## src/rtl/calib_packet_reader.sv

```systemverilog
// Streams a completed calibration bank as a framed byte stream (A5 5A 0C N_hi N_lo payload trailer); CALIB_CRC16_EN swaps the XOR trailer for CRC-16/CCITT-FALSE.
// Latency: first header byte valid 1 clock after i_calib_make; payload one byte per RD_LAT+2 clocks.
// Backpressure: o_tx_* held stable until accepted; make pulses arriving while busy are dropped and counted.
module calib_packet_reader #(
    parameter int          RD_LAT     = 2,
    parameter int          MAX_POINTS = 128,
    parameter logic [7:0]  HDR0       = 8'hA5,
    parameter logic [7:0]  HDR1       = 8'h5A,
    parameter logic [7:0]  CMD_ID     = 8'h0C
) (
    input  logic        i_clk_50m,
    input  logic        i_rst_n,
    input  logic        i_calib_make,
    input  logic        i_calib_pingpang,
    input  logic [15:0] i_calib_points,
    output logic        o_calib_rdbank,
    output logic [9:0]  o_calib_rdaddr,
    input  logic [7:0]  i_calib_rddata,
    output logic        o_tx_valid,
    output logic [7:0]  o_tx_data,
    output logic        o_tx_sof,
    output logic        o_tx_eof,
    input  logic        i_tx_ready,
    output logic        o_busy,
    output logic        o_frame_done,
    output logic [7:0]  o_drop_cnt
);

    typedef enum logic [2:0] {
        S_IDLE, S_HDR, S_RD_ISSUE, S_RD_WAIT, S_DATA, S_CSUM, S_DONE
    } state_t;

    state_t      state_q, state_d;
    logic        bank_q, bank_d;
    logic [15:0] n_q, n_d;
    logic [9:0]  addr_q, addr_d;
    logic [9:0]  last_q, last_d;
    logic [2:0]  hdr_idx_q, hdr_idx_d;
    logic [2:0]  wait_q, wait_d;
    logic [7:0]  data_q, data_d;
    logic        vld_q, vld_d;
    logic        sof_q, sof_d;
    logic        eof_q, eof_d;
    logic [7:0]  drop_q, drop_d;
    logic        go_trl;
    logic        accept;
    logic [15:0] n_clamp;

`ifdef CALIB_CRC16_EN
    logic [15:0] crc_q, crc_d, crc_nxt;
    logic        trl_q, trl_d;

    function automatic logic [15:0] crc_upd(input logic [15:0] c, input logic [7:0] b);
        logic [15:0] r;
        r = c ^ {b, 8'h00};
        for (int i = 0; i < 8; i++) begin
            r = r[15] ? ((r << 1) ^ 16'h1021) : (r << 1);
        end
        return r;
    endfunction

    assign crc_nxt = crc_upd(crc_q, data_q);
`else
    logic [7:0]  csum_q, csum_d, csum_nxt;
    assign csum_nxt = csum_q ^ data_q;
`endif

    assign accept  = vld_q & i_tx_ready;
    assign n_clamp = (i_calib_points > 16'(MAX_POINTS)) ? 16'(MAX_POINTS) : i_calib_points;

    function automatic logic [7:0] hdr_byte(input logic [2:0] idx, input logic [15:0] n);
        case (idx)
            3'd0:    return HDR0;
            3'd1:    return HDR1;
            3'd2:    return CMD_ID;
            3'd3:    return n[15:8];
            default: return n[7:0];
        endcase
    endfunction

    always_comb begin
        state_d   = state_q;
        bank_d    = bank_q;
        n_d       = n_q;
        addr_d    = addr_q;
        last_d    = last_q;
        hdr_idx_d = hdr_idx_q;
        wait_d    = wait_q;
        data_d    = data_q;
        vld_d     = vld_q;
        sof_d     = sof_q;
        eof_d     = eof_q;
        drop_d    = drop_q;
        go_trl    = 1'b0;
`ifdef CALIB_CRC16_EN
        crc_d     = crc_q;
        trl_d     = trl_q;
`else
        csum_d    = csum_q;
`endif

        if (i_calib_make && state_q != S_IDLE && drop_q != 8'hFF)
            drop_d = drop_q + 8'd1;

        case (state_q)
            S_IDLE: if (i_calib_make) begin
                bank_d    = ~i_calib_pingpang;
                n_d       = n_clamp;
                // 8N-1 wraps to 1023 for N=128; unused when N=0
                last_d    = 10'({n_clamp[6:0], 3'b000} - 10'd1);
                hdr_idx_d = 3'd0;
                data_d    = HDR0;
                vld_d     = 1'b1;
                sof_d     = 1'b1;
                eof_d     = 1'b0;
`ifdef CALIB_CRC16_EN
                crc_d     = 16'hFFFF;
                trl_d     = 1'b0;
`else
                csum_d    = 8'h00;
`endif
                state_d   = S_HDR;
            end
            S_HDR: if (accept) begin
                sof_d = 1'b0;
                if (hdr_idx_q >= 3'd2) begin
`ifdef CALIB_CRC16_EN
                    crc_d = crc_nxt;
`else
                    csum_d = csum_nxt;
`endif
                end
                if (hdr_idx_q == 3'd4) begin
                    if (n_q == 16'd0) begin
                        go_trl = 1'b1;
                    end else begin
                        vld_d   = 1'b0;
                        addr_d  = 10'd0;
                        state_d = S_RD_ISSUE;
                    end
                end else begin
                    hdr_idx_d = hdr_idx_q + 3'd1;
                    data_d    = hdr_byte(hdr_idx_q + 3'd1, n_q);
                end
            end
            S_RD_ISSUE: begin
                wait_d  = 3'd0;
                state_d = S_RD_WAIT;
            end
            S_RD_WAIT: begin
                if (wait_q == 3'(RD_LAT - 1)) begin
                    data_d  = i_calib_rddata;
                    vld_d   = 1'b1;
                    state_d = S_DATA;
                end else begin
                    wait_d = wait_q + 3'd1;
                end
            end
            S_DATA: if (accept) begin
`ifdef CALIB_CRC16_EN
                crc_d = crc_nxt;
`else
                csum_d = csum_nxt;
`endif
                if (addr_q == last_q) begin
                    go_trl = 1'b1;
                end else begin
                    addr_d  = addr_q + 10'd1;
                    vld_d   = 1'b0;
                    state_d = S_RD_ISSUE;
                end
            end
            S_CSUM: if (accept) begin
`ifdef CALIB_CRC16_EN
                if (!trl_q) begin
                    trl_d  = 1'b1;
                    data_d = crc_q[7:0];
                    eof_d  = 1'b1;
                end else begin
                    vld_d   = 1'b0;
                    eof_d   = 1'b0;
                    state_d = S_DONE;
                end
`else
                vld_d   = 1'b0;
                eof_d   = 1'b0;
                state_d = S_DONE;
`endif
            end
            S_DONE:  state_d = S_IDLE;
            default: state_d = S_IDLE;
        endcase

        // Trailer folds in the byte being accepted this cycle
        if (go_trl) begin
            vld_d   = 1'b1;
            state_d = S_CSUM;
`ifdef CALIB_CRC16_EN
            data_d  = crc_nxt[15:8];
            eof_d   = 1'b0;
`else
            data_d  = csum_nxt;
            eof_d   = 1'b1;
`endif
        end
    end

    always_ff @(posedge i_clk_50m or negedge i_rst_n) begin
        if (!i_rst_n) begin
            state_q   <= S_IDLE;
            bank_q    <= 1'b0;
            n_q       <= 16'd0;
            addr_q    <= 10'd0;
            last_q    <= 10'd0;
            hdr_idx_q <= 3'd0;
            wait_q    <= 3'd0;
            data_q    <= 8'd0;
            vld_q     <= 1'b0;
            sof_q     <= 1'b0;
            eof_q     <= 1'b0;
            drop_q    <= 8'd0;
`ifdef CALIB_CRC16_EN
            crc_q     <= 16'hFFFF;
            trl_q     <= 1'b0;
`else
            csum_q    <= 8'd0;
`endif
        end else begin
            state_q   <= state_d;
            bank_q    <= bank_d;
            n_q       <= n_d;
            addr_q    <= addr_d;
            last_q    <= last_d;
            hdr_idx_q <= hdr_idx_d;
            wait_q    <= wait_d;
            data_q    <= data_d;
            vld_q     <= vld_d;
            sof_q     <= sof_d;
            eof_q     <= eof_d;
            drop_q    <= drop_d;
`ifdef CALIB_CRC16_EN
            crc_q     <= crc_d;
            trl_q     <= trl_d;
`else
            csum_q    <= csum_d;
`endif
        end
    end

    assign o_calib_rdbank = bank_q;
    assign o_calib_rdaddr = addr_q;
    assign o_tx_valid     = vld_q;
    assign o_tx_data      = data_q;
    assign o_tx_sof       = sof_q;
    assign o_tx_eof       = eof_q;
    assign o_busy         = (state_q != S_IDLE);
    assign o_frame_done   = (state_q == S_DONE);
    assign o_drop_cnt     = drop_q;

endmodule

```

## config.mk

```make
export PLATFORM = sky130hd
export DESIGN_NAME = calib_packet_reader
export DESIGN_NICKNAME = d
export VERILOG_FILES = /design/src/rtl/calib_packet_reader.sv
export SDC_FILE = /design/constraint.sdc
export NUM_CORES = 1
export LEC_CHECK = 0
export CORE_MARGIN = 10
export CORE_UTILIZATION = 40
export CTS_CLUSTER_DIAMETER = 200
export CTS_CLUSTER_SIZE = 30
export DETAILED_ROUTE_END_ITERATION = 10
export PLACE_DENSITY = 0.73
export SYNTH_ARGS = -nofsm -noshare
export SYNTH_HDL_FRONTEND = slang
export SYNTH_SLANG_ARGS = --single-unit
```

## constraint.sdc

```tcl
create_clock -name i_clk_50m -period 3.1 [get_ports i_clk_50m]
set_input_delay 0.62 -clock i_clk_50m [delete_from_list [all_inputs] [get_ports i_clk_50m]]
set_output_delay 0.62 -clock i_clk_50m [all_outputs]
set_load 0.01 [all_outputs]
```

==> parameters.txt <==
Parameter                              Value

Outcome
  Result of the run    completed

Die
  Area inside the core boundary    0.00968 sq mm
  Starting density of the core    between 40 and 50%
  X dimension of the die    around 120 um
  Die Y    119 um
  Num ports    between 60 and 70
  Count of standard-cell rows    36
  Die Outline Area    ~0.014 sq mm

Synth
  Fraction of the yosys area taken by sequential cells    between 40 and 50%
  Synthesis-stage register bit count    71
  Post-synth ARST share    100%
  Top FF cell, synth    dfrtp_1
  Top cell type by total area after synthesis    dfrtp_1
  Number of nets produced by synthesis    between 400 and 500
  Mapped cell area    about 0.004 sq mm
  Share of the synthesized area in the top cell type    roughly 45%
  Yosys warns    0
  Cells after synthesis    436
  Average size of a mapped cell    slightly above 9 sq um
  Synth cell types    56
  Post-synth EDFFs    0
  Largest cells by area after synthesis    dfrtp_1, o21ai_0, nand2_1, ha_1, nor2_1

Timing
  Worst slew margin relative to its limit    47.8%
  Time the final worst path needs with I/O delays and setup    roughly 2700 ps
  Pins over their slew limit    0
  Slew @ Worst Pin    783 ps
  Sum Neg Setup Slack    0 ps
  Worst clock skew on the final layout    14.5 ps
  Share of the cycle needed by the critical path after routing    a little under nine tenths
  RSZ-0062 raised after global routing    no
  F_max    approximately 380 MHz
  Final hold violations    0
  Setup violation total in the final timing report    0

Finish
  Utilization of the core after routing    around half
  Post-route standard cell area excluding fillers    roughly 0.0050 sq mm
  Ratio of cells with drive above 1 in the final layout    roughly 8.4%
  Layout filler cell count    893
  Antenna Cells    0
  FF/Latch Area    0.00178 sq mm
  Number of nets at the end of the flow    roughly 540
  Area delta synth->final    25.5%
  Total area of multi-input combinational cells    0.00206 sq mm

Global route
  GRT Residual Overflow    0
  Initial antenna violation count    0
  Global router's overall resource usage    about 15%
  Largest net degree at the start of global routing    40
  First-pass GRT wire length    between 15 and 20 mm
  Via count of the first global-routing pass    3598

Clock tree
  Number of buffers on the longest clock path    2
  Clk slew on worst S/H paths    about 80 ps
  Number of buffers created by CTS    9
  Clock latency on the worst-skew pair    approximately 360 ps
  Number of buffers inserted to repair setup after CTS    0
  TritonCTS clock tree    built
  Level count of the clock H-tree    3
  Post-cts gate resize count    0
  TritonCTS Sinks    71
  Clock tree root buffer cell    clkbuf_8
  Hold buffers post-CTS    0

Routing
  Routed via count    ~3500
  Average detailed-routed wire length per instance    roughly 16 um
  Drt drc    0
  Via-to-Cell Ratio    5.45
  Final ANT Viol Nets    0
  WL final    approximately 10 mm
  Number of search-and-repair iterations in the first detailed-routing pass    6
  1st-iter DRT viols    168

Power and ir drop
  Power density cells    about 810 mW/mm^2
  Leakage dissipation    about 0.0021 uW
  Max VDD drop    between 0.4 and 0.5 mV
  Final Total Pwr    4000 uW

Worst setup path
  Critical path class    reg -> out
  Nature of the critical path startpoint    flip-flop
  Worst-path fanout max    14
  Critical path data arrival time    about 2000 ps
  Required time reported for the critical path endpoint    2480 ps
  Endpoint kind of the worst setup timing path    output pin

Placement
  Half-perimeter wire length after placement    roughly 7.6 mm
  Number of input and output port buffers inserted    60
  Placement Cell Area    0.00476 sq mm
  Gp weighted congestion    around 0.9

Hold path
  Hold/Removal Path Class    in -> async

Job
  Max_cap viols    0
[metrics by stage]
| step | instances | hold WS (ps) | setup WS [ps] |
|---|---|---|---|
| finish | 642 | 344 | 444 |
| global route | 642 | 401 | 349 |
| CTS | 642 | 361 | 437 |
| detailed placement | 626 | 484 | 230 |
| global placement | 626 | 468 | 294 |
| floorplan | 436 | 324 | 715 |
[per-layer routing]
metal	GRT usage [%]	part of all wire [%]	up-vias	routed length, um
li1	-	-	1716	-
met2	25.3	51	78	5130
met5	0	0	-	0
met4	4.75	1.6	0	157
met3	3.92	5.5	12	561
met1	17.0	42	1695	4280
[logic make-up after synthesis]
| kind of cell | synth area share, % |
|---|---|
| simple gates | 23.0 |
| compound gates | 19.9 |
| flops | 44.9 |
| buf+inv | 2.91 |
| xor+xnor | 4.43 |
| fa+ha+maj | 3.48 |
| mux | 1.33 |
[path summary, 6_finish.rpt]
| check | startpoint | to | slack (ps) | cells past startpoint |
|---|---|---|---|---|
| max | state_q[1]$_DFFE_PN0P_ | o_busy | 440 | 5 |
| min | i_rst_n | csum_q[2]$_DFFE_PN0P_ | 340 | 1 |
| max reg2reg | o_calib_rdaddr[1]$_DFFE_PN0P_ | o_calib_rdaddr[6]$_DFFE_PN0P_ | 620 | 6 |
| min reg2reg | o_calib_rdbank$_DFFE_PN0P_ | o_calib_rdbank$_DFFE_PN0P_ | 500 | 2 |
| max in group asynchronous | i_rst_n | o_calib_rdbank$_DFFE_PN0P_ | 2090 | 2 |
| min in group i_clk_50m | o_calib_rdbank$_DFFE_PN0P_ | o_calib_rdbank$_DFFE_PN0P_ | 500 | 2 |
[cell usage in the layout, fill, tap and decap left out, drive strengths merged, types with 3 or more instances in the layout]
cell type / synthesis / layout
nand2b: 6 / 6
o21ai: 48 / 48
buf: 3 / 15
a31oi: 7 / 7
or4: 3 / 3
xor2: 8 / 8
nand4: 8 / 8
a21boi: 3 / 3
a21o: 5 / 5
mux2i: 3 / 3
nand2: 51 / 51
a21oi: 13 / 13
nor2: 35 / 35
clkbuf: 14 / 9
a22o: 6 / 6
nor3: 15 / 15
nor2b: 10 / 10
a311o: 3 / 3
xnor2: 12 / 12
and3: 4 / 4
ha: 11 / 11
and2: 12 / 12
o21bai: 4 / 4
a211oi: 7 / 7
clkdlybuf4s50: 0 / 59
nand3: 24 / 24
nor4: 8 / 8
inv: 11 / 13
dfrtp: 71 / 71
o31ai: 5 / 5
[state kept, by name, indices dropped and copies added (netlist names)]
| signal | cells |
|---|---|
| state_q | 3 |
| o_calib_rdaddr | 10 |
| o_tx_sof | 1 |
| o_tx_data | 8 |
| o_tx_eof | 1 |
| csum_q | 8 |
| wait_q | 3 |
| n_q | 16 |
| o_tx_valid | 1 |
| hdr_idx_q | 3 |
| o_drop_cnt | 8 |
| last_q | 8 |
| o_calib_rdbank | 1 |
[cells in the mapped netlist (4+ instances only)]
cell / count
dfrtp_1: 71
nand2_1: 51
o21ai_0: 47
nor2_1: 35
nand3_1: 24
nor3_1: 15
clkbuf_1: 14
a21oi_1: 13
and2_1: 12
xnor2_1: 12
ha_1: 11
inv_1: 11
nor2b_1: 10
nand4_1: 8
nor4_1: 8
xor2_1: 8
a31oi_1: 7
a211oi_1: 6
a22o_1: 6
nand2b_1: 6
a21o_1: 5
o31ai_1: 5
o21bai_1: 4
[cell type report]
type / instances / share of cell area, %
multi-input combinational: 337 / 41.5
sequential: 71 / 35.8
timing repair buffer: 74 / 14.4
tap: 133 / 3.35
clock buffer: 9 / 2.50
clock inverter: 7 / 1.61
inverter: 11 / 0.832
[worst max-delay path, cell delays in order, from the launching register on]
cell,delay (ps)
dfrtp_1,550
buf_4,260
nor3_1,80
buf_4,170
inv_1,70
clkdlybuf4s50_1,560
[power breakdown]
group | switching [uW] | internal, uW | leakage [uW] | total [uW]
sequential | 299 | 1170 | 0.000913 | 1470
clock | 379 | 379 | 0.0000964 | 758
combinational | 942 | 829 | 0.00113 | 1770
(Power assumes the default switching activity.)
